**src/rtl/sobel_stoch_sched_if.sv**
```systemverilog
// sobel_stoch_sched_if: frame control, source-read, core and edge-write signals of the
// Sobel window scheduler. master = scheduler side, slave = memories/core side.
interface sobel_stoch_sched_if #(
  parameter int AW = 12
);
  logic          go;
  logic          busy;
  logic          frame_done;
  logic          src_rd;
  logic [AW-1:0] src_addr;
  logic [7:0]    src_data;
  logic [63:0]   win_bin;
  logic          core_start;
  logic          core_done;
  logic [7:0]    core_z;
  logic          edge_we;
  logic [AW-1:0] edge_addr;
  logic [7:0]    edge_data;

  // Handshakes: go is sampled only while idle. src_rd is a strobe whose data returns exactly
  // one cycle later. core_start pulses once, then the scheduler waits for core_done (ignored at
  // any other time). edge_we is a single-cycle write strobe to an always-ready edge memory.
  modport master (
    input  go, src_data, core_done, core_z,
    output busy, frame_done, src_rd, src_addr, win_bin, core_start,
           edge_we, edge_addr, edge_data
  );
  modport slave (
    output go, src_data, core_done, core_z,
    input  busy, frame_done, src_rd, src_addr, win_bin, core_start,
           edge_we, edge_addr, edge_data
  );
endinterface

```
**src/rtl/sobel_stoch_sched.sv**
```systemverilog
// sobel_stoch_sched: walks 3x3 windows over a ROWS x COLS image, feeds each to a stochastic
// Sobel core and writes the results. Define SOBEL_SCHED_REUSE_EN to reuse the overlapping columns.
module sobel_stoch_sched #(
  parameter int ROWS = 50,
  parameter int COLS = 50,
  parameter int AW   = 12
) (
  input  logic                clk,
  input  logic                reset,
  sobel_stoch_sched_if.master bus,
  output logic [2:0]          state_dbg
);
`ifdef SOBEL_SCHED_REUSE_EN
  localparam bit REUSE_EN = 1'b1;
`else
  localparam bit REUSE_EN = 1'b0;
`endif
  localparam int RW = $clog2(ROWS);
  localparam int CW = $clog2(COLS);
  localparam logic [RW-1:0] R_LAST = RW'(ROWS - 3);
  localparam logic [CW-1:0] C_LAST = CW'(COLS - 3);

  typedef enum logic [2:0] {IDLE, FETCH, FLUSH, LAUNCH, WAIT_DONE, WRITE, FIN} state_t;
  state_t state_q, state_d;

  // r0/c0 are the window's top-left pixel, i.e. (i-1, j-1)
  logic [RW-1:0] r0;
  logic [CW-1:0] c0;
  logic [3:0]    k, k_last, pos, rd_pos;
  logic [1:0]    r_off, c_off;
  logic          rd_pend, last_read, last_win;
  logic [7:0]    win [9];
  logic [7:0]    z_q;
  logic [AW-1:0] ecnt;

  // Read slot k -> window position (row-major 0..8, centre is 4)
  always_comb begin
    k_last = 4'd7;
    pos    = (k < 4'd4) ? k : k + 4'd1;
    if (REUSE_EN) begin
      if (c0 == '0) begin
        k_last = 4'd8;
        pos    = k;
      end else begin
        k_last = 4'd2;
        pos    = {k[2:0], 1'b0} + k + 4'd2;
      end
    end
    case (pos)
      4'd0:    begin r_off = 2'd0; c_off = 2'd0; end
      4'd1:    begin r_off = 2'd0; c_off = 2'd1; end
      4'd2:    begin r_off = 2'd0; c_off = 2'd2; end
      4'd3:    begin r_off = 2'd1; c_off = 2'd0; end
      4'd4:    begin r_off = 2'd1; c_off = 2'd1; end
      4'd5:    begin r_off = 2'd1; c_off = 2'd2; end
      4'd6:    begin r_off = 2'd2; c_off = 2'd0; end
      4'd7:    begin r_off = 2'd2; c_off = 2'd1; end
      default: begin r_off = 2'd2; c_off = 2'd2; end
    endcase
  end

  assign last_read = (k == k_last);
  assign last_win  = (r0 == R_LAST) && (c0 == C_LAST);

  always_ff @(posedge clk or negedge reset) begin
    if (!reset) state_q <= IDLE;
    else        state_q <= state_d;
  end

  always_comb begin
    state_d = state_q;
    case (state_q)
      IDLE:      if (bus.go) state_d = FETCH;
      FETCH:     if (last_read) state_d = FLUSH;
      FLUSH:     state_d = LAUNCH;
      LAUNCH:    state_d = WAIT_DONE;
      WAIT_DONE: if (bus.core_done) state_d = WRITE;
      WRITE:     state_d = last_win ? FIN : FETCH;
      FIN:       state_d = IDLE;
      default:   state_d = IDLE;
    endcase
  end

  assign bus.busy       = (state_q != IDLE) && (state_q != FIN);
  assign bus.frame_done = (state_q == FIN);
  assign bus.src_rd     = (state_q == FETCH);
  assign bus.core_start = (state_q == LAUNCH);
  assign bus.edge_we    = (state_q == WRITE);
  assign bus.edge_addr  = ecnt;
  assign bus.edge_data  = z_q;
  assign bus.src_addr   = (state_q == FETCH)
                        ? (AW'(r0) + AW'(r_off)) * AW'(COLS) + AW'(c0) + AW'(c_off)
                        : '0;
  assign bus.win_bin    = {win[8], win[7], win[6], win[5], win[3], win[2], win[1], win[0]};
  assign state_dbg      = state_q;

  always_ff @(posedge clk or negedge reset) begin
    if (!reset) begin
      r0      <= '0;
      c0      <= '0;
      k       <= '0;
      rd_pend <= 1'b0;
      rd_pos  <= '0;
      z_q     <= '0;
      ecnt    <= '0;
      for (int n = 0; n < 9; n++) win[n] <= '0;
    end else begin
      rd_pend <= (state_q == FETCH);
      rd_pos  <= pos;
      if (rd_pend) win[rd_pos] <= bus.src_data;
      case (state_q)
        FETCH:     k <= last_read ? 4'd0 : k + 4'd1;
        WAIT_DONE: if (bus.core_done) z_q <= bus.core_z;
        WRITE: begin
          ecnt <= ecnt + AW'(1);
          if (!last_win) begin
            if (c0 == C_LAST) begin
              c0 <= '0;
              r0 <= r0 + RW'(1);
            end else begin
              c0 <= c0 + CW'(1);
            end
            // Slide left; a row start reloads all nine entries, so the shift is harmless there
            if (REUSE_EN) begin
              win[0] <= win[1];
              win[1] <= win[2];
              win[3] <= win[4];
              win[4] <= win[5];
              win[6] <= win[7];
              win[7] <= win[8];
            end
          end
        end
        FIN: begin
          r0   <= '0;
          c0   <= '0;
          ecnt <= '0;
        end
        default: ;
      endcase
    end
  end
endmodule

```
**src/flat_wrapper.sv**
```systemverilog
// flat-port wrapper written by rule: the top's interface ports become plain ports
module sobel_stoch_sched_flat 
#(
  parameter int ROWS = 50,
  parameter int COLS = 50,
  parameter int AW   = 12
)
  (clk, reset, state_dbg, bus_go, bus_src_data, bus_core_done, bus_core_z, bus_busy, bus_frame_done, bus_src_rd, bus_src_addr, bus_win_bin, bus_core_start, bus_edge_we, bus_edge_addr, bus_edge_data);
  sobel_stoch_sched_if #(.AW(AW)) bus_i ();
  input  logic clk;
  input  logic reset;
  output logic [2:0] state_dbg;
  input wire logic [$bits(bus_i.go)-1:0] bus_go;
  input wire logic [$bits(bus_i.src_data)-1:0] bus_src_data;
  input wire logic [$bits(bus_i.core_done)-1:0] bus_core_done;
  input wire logic [$bits(bus_i.core_z)-1:0] bus_core_z;
  output wire logic [$bits(bus_i.busy)-1:0] bus_busy;
  output wire logic [$bits(bus_i.frame_done)-1:0] bus_frame_done;
  output wire logic [$bits(bus_i.src_rd)-1:0] bus_src_rd;
  output wire logic [$bits(bus_i.src_addr)-1:0] bus_src_addr;
  output wire logic [$bits(bus_i.win_bin)-1:0] bus_win_bin;
  output wire logic [$bits(bus_i.core_start)-1:0] bus_core_start;
  output wire logic [$bits(bus_i.edge_we)-1:0] bus_edge_we;
  output wire logic [$bits(bus_i.edge_addr)-1:0] bus_edge_addr;
  output wire logic [$bits(bus_i.edge_data)-1:0] bus_edge_data;
  assign bus_i.go = bus_go;
  assign bus_i.src_data = bus_src_data;
  assign bus_i.core_done = bus_core_done;
  assign bus_i.core_z = bus_core_z;
  assign bus_busy = bus_i.busy;
  assign bus_frame_done = bus_i.frame_done;
  assign bus_src_rd = bus_i.src_rd;
  assign bus_src_addr = bus_i.src_addr;
  assign bus_win_bin = bus_i.win_bin;
  assign bus_core_start = bus_i.core_start;
  assign bus_edge_we = bus_i.edge_we;
  assign bus_edge_addr = bus_i.edge_addr;
  assign bus_edge_data = bus_i.edge_data;
  sobel_stoch_sched #(.ROWS(ROWS), .COLS(COLS), .AW(AW)) u_core (.clk(clk), .reset(reset), .bus(bus_i), .state_dbg(state_dbg));
endmodule
```
**config.mk**
```make
export PLATFORM = sky130hd
export DESIGN_NAME = sobel_stoch_sched_flat
export DESIGN_NICKNAME = d
export VERILOG_FILES = /design/src/rtl/sobel_stoch_sched_if.sv /design/src/rtl/sobel_stoch_sched.sv /design/src/flat_wrapper.sv
export SDC_FILE = /design/constraint.sdc
export NUM_CORES = 1
export LEC_CHECK = 0
export BUFFER_PORTS_ARGS = -buffer_cell sky130_fd_sc_hd__buf_2
export CAP_MARGIN = 10
export CORE_MARGIN = 4
export CORE_UTILIZATION = 59
export DETAILED_ROUTE_END_ITERATION = 16
export PLACE_DENSITY = 0.86
export SYNTH_ARGS = -nofsm -noshare
export SYNTH_HDL_FRONTEND = slang
export SYNTH_SLANG_ARGS = --single-unit
```
**constraint.sdc**
```tcl
create_clock -name clk -period 8.8 [get_ports clk]
set_input_delay 1.76 -clock clk [delete_from_list [all_inputs] [get_ports clk]]
set_output_delay 1.76 -clock clk [all_outputs]
set_load 0.01 [all_outputs]
```
Word level (Yosys, flattened, before mapping)
Memory sizes are Yosys's and may differ from the RTL's.
Index checks and enable logic that the tools add are counted.
{"block": "word_totals", "reg_bits": 116, "mem_bits_ro": 32, "in_bits": 20, "out_inout_bits": 104, "wordCells": 74, "memories": 1}
{"block": "op_classes", "addsub": 7, "multipliers": 1, "n_lt_le_gt_ge": 3, "n_eq_ne": 15, "mux": 19, "n_bitwise": 1, "n_reduce_logical": 10}
{"name": "(no name shown)", "words": 8, "word_bits": 4, "rd": 1, "rd_clocked_by_memory_dff": 0, "write_ports": 0, "line_no": "sobel_stoch_sched.sv:49", "text": "case (pos)"}
{"cell": "$bwmux 72", "n": 1}
{"cell": "$demux 8 s4", "n": 1}
{"cell": "$mux 6", "n": 4}
{"cell": "$pmux 12 s2", "n": 1}
{"cell": "$pmux 6 s2", "n": 2}
{"cell": "$pmux 3 s6", "n": 1}
{"cell": "$add 12x1->12 const B", "n": 1}
{"cell": "$add 12x2->12", "n": 1}
{"cell": "$add 12x6->12", "n": 1}
{"cell": "$add 6x1->6 const B", "n": 2}
{"cell": "$eq 6x6->1 const B", "n": 2}
{"cell": "$mul 12x5->11 const B", "n": 1}
{"cell": "$mux 12", "n": 1}
{"cell": "$mux 3", "n": 4}
{"cell": "$mux 4", "n": 3}
{"cell": "$eq 3x3->1 const B", "n": 3}
{"cell": "$mux 8", "n": 1}
{"cell": "$add 6x2->7", "n": 1}
{"cell": "$eq 3x2->1 const B", "n": 2}
{"cell": "$ne 2x2->1 const B", "n": 3}
{"cell": "$reduce_and 3->1", "n": 2}
{"cell": "$ge 5x5->1 const B", "n": 1}
{"cell": "$lt 5x1->1 const B", "n": 1}
{"cell": "$not 4->5", "n": 1}
{"cell": "11 further kinds", "n": 15}

Depth between registers and ports, before layout
Gate-level depths: netlist (run 1).
An unclocked memory read counts as a cell.
{"block": "depth", "depth_word": 9, "ltp_mapped": 23, "depth_no_buf": 22}

Worst setup path before layout (run 1)
Ideal clock, no wire load.
{"block": "synth_timing", "kind": "reg-to-output", "start": "register u_core.k[2]", "end": "output bus_src_addr[11]", "t_arrival_ps": 4841, "required_ps": 7040, "setup_slack_ps": 2199, "stages_incl_launch_ff": 23, "n_path_buf": 1, "cell_sequence": "dfrtp_1 > clkbuf_1 > nor2_1 > mux2i_1 > inv_1 > ha_1 > inv_1 > a21oi_1 > ha_1 > fa_1 > xor2_1 > ha_1 > ha_1 > ha_1 > inv_1 > fa_1 > inv_1 > ha_1 > nor2_1 > nor2_1 > nand4_1 > or4_1 > nand2_1"}
{"block": "synth_via", "elab_chain_len": 9, "word_cells_on_any_way": 10, "cone_classes": "add/sub (4); mul (1); order compare (1); mux (3); memory (1)"}
{"element": "start, declared", "line_no": "sobel_stoch_sched.sv:29", "text": "logic [3:0] k, k_last, pos, rd_pos;"}
{"element": "start signal, assigned", "line_no": "sobel_stoch_sched.sv:112", "text": "FETCH: k <= last_read ? 4'd0 : k + 4'd1;"}
{"element": "$lt 4x3->1 (*)", "line_no": "sobel_stoch_sched.sv:39", "text": "pos = (k < 4'd4) ? k : k + 4'd1;"}
{"element": "$mux 4 (*)", "line_no": "sobel_stoch_sched.sv:39"}
{"element": "net u_core.pos[1]", "line_no": "sobel_stoch_sched.sv:29"}
{"element": "$mem_v2 8x4 (*)"}
{"element": "$mux 4 (*)", "line_no": "sobel_stoch_sched.sv:49"}
{"element": "$add 6x2->7", "line_no": "sobel_stoch_sched.sv:92", "text": "? (AW'(r0) + AW'(r_off)) * AW'(COLS) + AW'(c0) + AW'(c_off)"}
{"element": "$mul 12x5->11", "line_no": "sobel_stoch_sched.sv:92"}
{"element": "$add 12x6->12", "line_no": "sobel_stoch_sched.sv:92"}
{"element": "$add 12x2->12 (*)", "line_no": "sobel_stoch_sched.sv:92"}
{"element": "$mux 12 (*)", "line_no": "sobel_stoch_sched.sv:92"}
{"element": "end, declared", "line_no": "flat_wrapper.sv:20", "text": "output wire logic [$bits(bus_i.src_addr)-1:0] bus_src_addr;"}
The timed path passes the listed nets; every way through them passes the cells marked *.

Final worst setup path (run 1)
{"block": "layout_timing", "start": "register u_core.k[0]", "end": "output bus_src_addr[11]"}
{"block": "layout_via", "elab_chain_len": 9, "word_cells_on_any_way": 10, "cone_classes": "add/sub (4); mul (1); order compare (1); mux (3); memory (1)"}
{"element": "$add 4x1->4 or $lt 4x3->1 (tied branches)", "line_no": "sobel_stoch_sched.sv:39"}
{"element": "$mux 4 (*)", "line_no": "sobel_stoch_sched.sv:39"}
{"element": "net u_core.pos[1]", "line_no": "sobel_stoch_sched.sv:29"}
{"element": "$mem_v2 8x4 (*)"}
{"element": "$mux 4 (*)", "line_no": "sobel_stoch_sched.sv:49"}
{"element": "$add 6x2->7", "line_no": "sobel_stoch_sched.sv:92"}
{"element": "$mul 12x5->11", "line_no": "sobel_stoch_sched.sv:92"}
{"element": "$add 12x6->12", "line_no": "sobel_stoch_sched.sv:92"}
{"element": "$add 12x2->12 (*)", "line_no": "sobel_stoch_sched.sv:92"}
{"element": "$mux 12 (*)", "line_no": "sobel_stoch_sched.sv:92"}
Marks and branches as above.

==> results.rst, run 1 <==
.. list-table::
   :header-rows: 1

   * - Metric
     - Value
   * - Min Clock Period, post-route
     - 7.43 ns
   * - Highest Clock Rate
     - approximately 130 MHz
   * - P_int
     - 1500 uW
   * - Top flip-flop cell by instance count after synthesis
     - dfrtp_1
   * - Number of antenna-violating nets in the routed design
     - 0
   * - Top-area cell type share of the netlist area
     - 0.479
   * - Required time at the endpoint of the critical path
     - 7.04 ns
   * - Drt wl/cell
     - around 16 um
   * - Combinational cell fraction of total power
     - 0.543
   * - Router iterations before antenna repair
     - 6
   * - Total power per unit cell area
     - 393 nW/um^2
   * - Nets
     - 662
   * - Relative max-transition margin
     - 0.442
   * - Part of the Yosys area used for sequential elements
     - 0.479
   * - Commonest cells after routing, fill and taps aside
     - buf_2, dfrtp_1, mux2_2
   * - Count of flip-flops with a built-in enable after synthesis
     - 0
   * - Setup_tns
     - 0 ns
   * - Final critical-path setup slack
     - about 1.4 ns
   * - I/O pin cnt
     - 124
   * - Reg power frac
     - 0.331
   * - Via density per instance
     - 5.48
   * - Tot Pwr
     - 2590 uW
   * - Ant. Diodes
     - 0
   * - Top post-synthesis cells by area
     - dfrtp_1, mux2_2, ha_1, nor2_1, xor2_1
   * - Worst IR Drop VDD
     - between 0.2 and 0.3 mV
   * - Global-route usage over all layers
     - 0.219
   * - Post-route clock period utilization
     - 0.845
   * - Final wirelength
     - 11700 um
   * - Number of slew-limit violations in the final report
     - 0
   * - Peak fanout along the critical path
     - 5
   * - Clk sinks
     - 108
   * - Chip height
     - 106 um
   * - Number of global-route vias before repair
     - 3993
   * - Actual slew at the worst max-slew pin
     - 0.835 ns
   * - Part of the total power dissipated in the clock network
     - 0.126
   * - Cell leakage power
     - 0.00334 uW
   * - Number of hold violations in the final report
     - 0
   * - First-pass GRT wire length
     - 19800 um
   * - Area of all sequential standard cells
     - 2700 sq um
   * - Async S/R FF share, synth
     - 1.00
   * - Switching part of the total power
     - 0.420
   * - Clock-pin slew on the worst setup and hold paths
     - 0.11 ns
   * - Worst setup skew after layout
     - approximately 0.016 ns
   * - GRT overflow
     - 0
   * - Area growth from synthesis to final layout
     - 16.8%
   * - Total area of multi-input combinational cells
     - 2820 sq um
   * - Critical path launch point type
     - flop
   * - Total standard cell area after synthesis
     - 5640 sq um
   * - Longest individual stage delay on the worst path
     - 0.52 ns
   * - Floorplan die width
     - 106 um
   * - Post-Syn Instances
     - 469
   * - Post-route DRC
     - 0
   * - Critical Path Sink Type
     - primary output
   * - Syn Nets
     - 537
   * - Worst Setup Slack post-DPL
     - 1.80 ns
   * - Initial DRC Count
     - 211
   * - Max-cap check violation count
     - 0
   * - HPWL after DPL
     - roughly 9000 um
   * - GP Congestion
     - roughly 0.84
   * - Final design area excluding fillers
     - between 6000 and 7000 sq um
   * - Cell with the most instances on the worst path
     - ha_1
   * - Outcome
     - complete, no violations
   * - FILL cells
     - 701
   * - Root buffer cell
     - clkbuf_8
   * - Crit path max-delay family
     - adder cells
   * - Most common cell after layout, fill and taps aside
     - buf_2
   * - Pin count of the biggest net entering global routing
     - 58
   * - Slowest cell on the critical path
     - fa_1
   * - Number of buffer and inverter instances along the worst setup path
     - 5
   * - Post-synthesis sequential element count
     - 108
   * - Area of the placeable core
     - 9280 sq um
   * - Quantity of gates resized following cts
     - 0
   * - # port buffers
     - 123
   * - Worst Setup Path Type
     - flop to primary output
   * - YS warnings
     - 0
   * - Setup repair after global routing missed its margin
     - no
   * - Netlist cell types
     - 55
   * - CTS Hold Bufs
     - 0
   * - Post-synthesis average cell area
     - 12.0 sq um
   * - Htree depth
     - 3
   * - Series of cell instances along the critical path
     - ha_1 -> mux2i_1 -> inv_1 -> ha_1 -> inv_1 -> a21oi_1 -> ha_1 -> fa_1 -> xor2_1 -> ha_1 -> ha_1 -> ha_1 -> inv_1 -> fa_1 -> inv_1 -> ha_1 -> nor2_1 -> nor2_1 -> nand4_1 -> or4_1 -> nand2_1 -> buf_2
   * - Antenna violations before repair
     - 0
   * - Clock tree from TritonCTS
     - built
   * - Via count
     - 3990
   * - Arrival time reported for the critical path endpoint
     - 5.67 ns
   * - Max Root-Sink Buffers
     - 2
   * - Share of post-route cells with drive strength above 1
     - 0.382
   * - TritonCTS Buffers
     - 9
   * - Initial standard-cell utilization of the core
     - 0.608
   * - Cell Area, Placed
     - around 6400 sq um
   * - Hold Slack
     - 0.511 ns
   * - Insertion delay of the later-clocked pin in the worst-skew pair
     - 0.38 ns
   * - Post-CTS Setup Repair Bufs
     - 0
   * - Final setup viols
     - 0
   * - Row Count
     - 35
   * - Type of the tightest min-delay check
     - flop to flop
   * - Area of the die
     - 11200 sq um
   * - Power dissipated by switching net loads
     - ~1100 uW
   * - Cell taking the most area after synthesis
     - dfrtp_1
-- layer usage --
metal,wire (um),vias to the layer above,global-route usage
met5,0,-,0
met4,149,0,0.0564
met3,613,15,0.0380
met2,5710,129,0.365
met1,5200,1952,0.298
li1,-,1894,-
-- layout make-up --
class,count,area share
Sequential cell,108,0.410
Multi-Input combinational cell,335,0.427
Inverter,16,0.00987
Clock buffer,9,0.0188
Tap cell,129,0.0245
Clock inverter,7,0.0146
Timing Repair Buffer,124,0.0949
-- state kept, by name, indices dropped and copies added, names as in the netlist --
name	flops
u_core.c0	6
u_core.k	4
u_core.bus.edge_addr	12
u_core.r0	6
u_core.state_dbg	3
u_core.bus.win_bin	64
u_core.bus.edge_data	8
u_core.rd_pend	1
u_core.rd_pos	4
-- cells in the mapped netlist (2+ instances only) --
| cell type | number |
|---|---|
| a21o_1 | 4 |
| a21oi_1 | 16 |
| a22o_1 | 2 |
| and3_1 | 5 |
| buf_2 | 6 |
| clkbuf_1 | 3 |
| dfrtp_1 | 108 |
| fa_1 | 5 |
| ha_1 | 43 |
| inv_1 | 15 |
| mux2_2 | 72 |
| mux2i_1 | 3 |
| nand2_1 | 22 |
| nand2b_1 | 2 |
| nand3_1 | 11 |
| nand3b_1 | 4 |
| nand4_1 | 6 |
| nand4b_1 | 3 |
| nor2_1 | 43 |
| nor2_2 | 2 |
| nor2b_1 | 4 |
| nor3_1 | 3 |
| nor3b_2 | 2 |
| o21ai_0 | 16 |
| o21bai_1 | 2 |
| o22ai_1 | 3 |
| or3_1 | 3 |
| or4_1 | 2 |
| xnor2_1 | 15 |
| xor2_1 | 18 |
| xor2_2 | 2 |
-- worst paths after layout --
kind                                        startpoint                     end  slack [ns]  cells past startpoint
worst max-delay path                       u_core.k[0]        bus_src_addr[11]        1.37                     22
worst min-delay path            u_core.bus.win_bin[26]  u_core.bus.win_bin[26]        0.51                      1
worst max register to register     u_core.state_dbg[0]            u_core.r0[5]        6.54                      6
worst min register to register  u_core.bus.win_bin[26]  u_core.bus.win_bin[26]        0.51                      1
max in group asynchronous                        reset  u_core.bus.win_bin[19]        6.27                      2
min in group asynchronous                        reset  u_core.bus.win_bin[16]        1.41                      1
-- cells by family (layout without fill, tap and decap cells) --
| family | after synthesis | in the layout | synth area share |
|---|---|---|---|
| simple gates | 125 | 125 | 0.121 |
| flops | 108 | 108 | 0.479 |
| mux | 75 | 75 | 0.149 |
| compound gates | 52 | 52 | 0.0585 |
| fa+ha+maj | 48 | 48 | 0.113 |
| xor+xnor | 35 | 35 | 0.0570 |
| buf+inv | 26 | 156 | 0.0224 |
-- power groups by stage --
stage	Clock (uW)	Sequential [uW]	Combinational, uW
2_1_floorplan	0	923	883
3_3_place_gp	0	853	1360
4_1_cts	335	858	1420
5_1_grt	359	890	1570
6_report	326	858	1410
3_5_place_dp	0	869	1420
-- stage by stage --
stage,utilization,instances
2_1_floorplan,-,469
3_3_place_gp,0.686,712
3_5_place_dp,0.686,712
4_1_cts,0.710,728
5_1_grt,0.710,728
6_report,0.710,728
-- worst reg2reg max path, delay by kind of cell (launching register included) --
kind                   cells  cell delay [ns]
AND/OR/NAND/NOR            3             0.69
AO/OA/AOI/OAI              1             0.13
buffers and inverters      1             0.60
flip-flops                 1             0.57
XOR/XNOR                   1             0.16
(Power assumes the default switching activity.)
==> inputs of run 2 (changes only) <==
ABC_AREA = 1   (was not set)
CORE_UTILIZATION = 50   (was 59)
PLACE_DENSITY = 0.77   (was 0.86)
clock period = 6.17 ns   (was 8.8 ns; I/O delays follow)
==> results.rst, run 2 <==
.. list-table::
   :header-rows: 1

   * - Metric
     - Value
   * - Outcome
     - finished with violations
   * - Failing checks
     - negative setup slack
   * - Clock-pin slew on the worst setup and hold paths
     - ~0.070 ns
   * - Worst reg2reg endpoint
     - u_core.state_dbg[0]
   * - Final design area excluding fillers
     - 7390 sq um
   * - Htree depth
     - 3
   * - Via count
     - 5112
   * - Clock tree from TritonCTS
     - built
   * - Critical Path Sink Type
     - primary output
   * - Ant. Diodes
     - 0
   * - TritonCTS Buffers
     - 9
   * - Ranking of synthesized cells by instance count
     - nand2_1, dfrtp_1, o21ai_0
   * - Longest individual stage delay on the worst path
     - 0.49 ns
   * - I/O pin cnt
     - approximately 120
   * - Post-route DRC
     - 0
   * - Max FFs per register
     - 64
   * - Top flip-flop cell by instance count after synthesis
     - dfrtp_1
   * - Min Clock Period, post-route
     - 6.23 ns
   * - Max Root-Sink Buffers
     - 2
   * - Commonest cells after routing, fill and taps aside
     - nand2_1, buf_2, dfrtp_1
   * - Worst Setup Slack post-DPL
     - -0.0788 ns
   * - Final Instance Count excl. Fillers
     - 943
   * - Worst IR Drop VDD
     - 0.356 mV
   * - GRT met3 Usage
     - 0.0618
   * - Global-route usage over all layers
     - 0.213
   * - Cell taking the most area after synthesis
     - dfrtp_1
   * - Peak fanout along the critical path
     - 4
   * - Drt wl/cell
     - between 15 and 20 um
   * - Global-route layer with the greatest usage
     - met2
   * - Post-synthesis sequential element count
     - about 110
   * - Number of slew-limit violations in the final report
     - 0
   * - Area of the die
     - around 13000 sq um
   * - Cell Area, Placed
     - 6500 sq um
   * - Netlist cell types
     - 43
   * - Hold Slack
     - 0.483 ns
   * - Reg2Reg Depth
     - 5
   * - YS warnings
     - 0
   * - Area of the placeable core
     - 11000 sq um
   * - Type of the tightest min-delay check
     - flop to flop
   * - Cell leakage power
     - 0.00385 uW
   * - Critical path launch point type
     - flop
   * - Worst Setup Path Type
     - flop to primary output
   * - Antenna violations before repair
     - 0
   * - Slowest cell on the critical path
     - fa_1
   * - Critical path destination
     - bus_src_addr[11]
   * - Reg-to-Reg Start
     - u_core.state_dbg[0]
   * - Number of global-route vias before repair
     - roughly 4800
   * - Post-synthesis average cell area
     - around 9 sq um
   * - Cell with the most instances on the worst path
     - nand2_1
   * - Area growth from synthesis to final layout
     - 30.0%
   * - # port buffers
     - 123
   * - Most common cell after layout, fill and taps aside
     - nand2_1
   * - First-pass GRT wire length
     - approximately 23000 um
   * - Row Count
     - 38
   * - Setup_tns
     - -0.0764 ns
   * - Share of post-route cells with drive strength above 1
     - 0.336
   * - Count of flip-flops with a built-in enable after synthesis
     - 0
   * - Worst setup skew after layout
     - 0.0101 ns
   * - Async S/R FF share, synth
     - 1.00
   * - Required time at the endpoint of the critical path
     - between 4 and 5 ns
   * - Total standard cell area after synthesis
     - 5690 sq um
   * - Actual slew at the worst max-slew pin
     - approximately 1.1 ns
   * - GRT overflow
     - 0
   * - Most numerous cell in the Yosys netlist
     - nand2_1
   * - Top post-synthesis cells by area
     - dfrtp_1, nand2_1, ha_1, o21ai_0, inv_1
   * - GP Congestion
     - 0.840
   * - Met1 track demand over resource
     - 0.283
   * - Part of the Yosys area used for sequential elements
     - 0.475
   * - Final setup viols
     - 2
   * - CTS Hold Bufs
     - 0
   * - Via density per instance
     - 5.42
   * - Syn Nets
     - about 710
   * - Chip height
     - between 100 and 150 um
   * - Floorplan die width
     - 115 um
   * - Pin count of the biggest net entering global routing
     - 89
   * - FILL cells
     - 839
   * - Number of hold violations in the final report
     - 0
   * - Initial standard-cell utilization of the core
     - 0.518
   * - Top-area cell type share of the netlist area
     - 0.475
   * - GRT met2 Usage
     - 0.346
   * - Clk sinks
     - approximately 110
   * - R2r setup slk
     - 3.99 ns
   * - Root buffer cell
     - clkbuf_16
   * - Max-cap check violation count
     - 0
   * - HPWL after DPL
     - 9860 um
   * - Arrival time reported for the critical path endpoint
     - 5.00 ns
   * - Router iterations before antenna repair
     - 5
   * - Final critical-path setup slack
     - -0.0644 ns
   * - Setup repair after global routing missed its margin
     - yes
   * - Post-Syn Instances
     - 645
   * - Insertion delay of the later-clocked pin in the worst-skew pair
     - 0.35 ns
   * - Nets
     - 866
   * - Initial DRC Count
     - 372
   * - Post-route clock period utilization
     - 1.01
   * - Highest Clock Rate
     - 160 MHz
   * - Critical Path Start
     - u_core.k[1]
   * - Total power per unit cell area
     - 641 nW/um^2
   * - Final wirelength
     - 14700 um
   * - Dpl cells
     - about 900
   * - Relative max-transition margin
     - 0.277
   * - Number of antenna-violating nets in the routed design
     - 0
## run 2: cell count changes after synthesis, moves of 14 or more
cell	previous run	this run
nand3_1	11	26
xnor2_1	15	1
mux2_2	72	8
o21ai_0	16	86
nand2_1	22	163
inv_1	15	63
## run 2: worst min-delay path by stage
| stage | from | to | cells after the start |
|---|---|---|---|
| floorplan | u_core.k[1] | u_core.k[1] | 2 |
| global placement | u_core.bus.win_bin[12] | u_core.bus.win_bin[12] | 2 |
| detailed placement | u_core.bus.win_bin[45] | u_core.bus.win_bin[45] | 2 |
| CTS | u_core.bus.win_bin[45] | u_core.bus.win_bin[45] | 2 |
| global route | u_core.bus.win_bin[18] | u_core.bus.win_bin[18] | 2 |
| finish | u_core.bus.win_bin[35] | u_core.bus.win_bin[35] | 2 |
## run 2: stage by stage
stage               utilization  total power (uW)
finish                    0.673              4740
global route              0.673              5130
CTS                       0.634              4190
detailed placement        0.591              3370
global placement          0.591              3290
floorplan                     -              2590
## run 2: report_power, final
| group | switching (uW) | internal [uW] |
|---|---|---|
| clock network | 271 | 320 |
| logic | 1620 | 1300 |
| registers | 221 | 1010 |
| total | 2110 | 2630 |
## run 2: kinds of logic (layout without fill, tap and decap cells)
group / Yosys count / count (layout) / share of synthesized area
AOI/OAI and AO/OA: 123 / 123 / 0.114
adders and majority gates: 48 / 48 / 0.112
DFF: 108 / 108 / 0.475
buffers and inverters: 82 / 240 / 0.0585
muxes: 8 / 8 / 0.0158
xor gates and xnor gates: 12 / 12 / 0.0185
and+or+nand+nor: 264 / 264 / 0.205
## run 2: final cells by class
class                   instances  area [sq um]  area share
flip-flops and latches        108          2700       0.366
clock inverters                 7          83.8      0.0113
clock buffers                   9           225      0.0305
well taps                     140           175      0.0237
multi-input cells             455          3060       0.414
repair buffers                155           873       0.118
inverters                      69           272      0.0367
## run 2: worst max-delay path: cells and delay by family, from the launching register on
family,cells,cell delay (ns)
buf+inv,5,0.70
fa+ha+maj,5,1.61
xor+xnor,2,0.58
flops,1,0.43
compound gates,1,0.10
simple gates,13,1.22
## run 2: layer usage
metal	routed length [um]	share of wire
met3	1050	0.071
met5	0	0
met4	196	0.013
met1	6270	0.43
met2	7190	0.49
## run 2: what timing repair did
action,in CTS,in global routing
resized for setup,22,66
pin swaps,9,35
buffers inserted,6,16
setup endpoints to repair,6,5
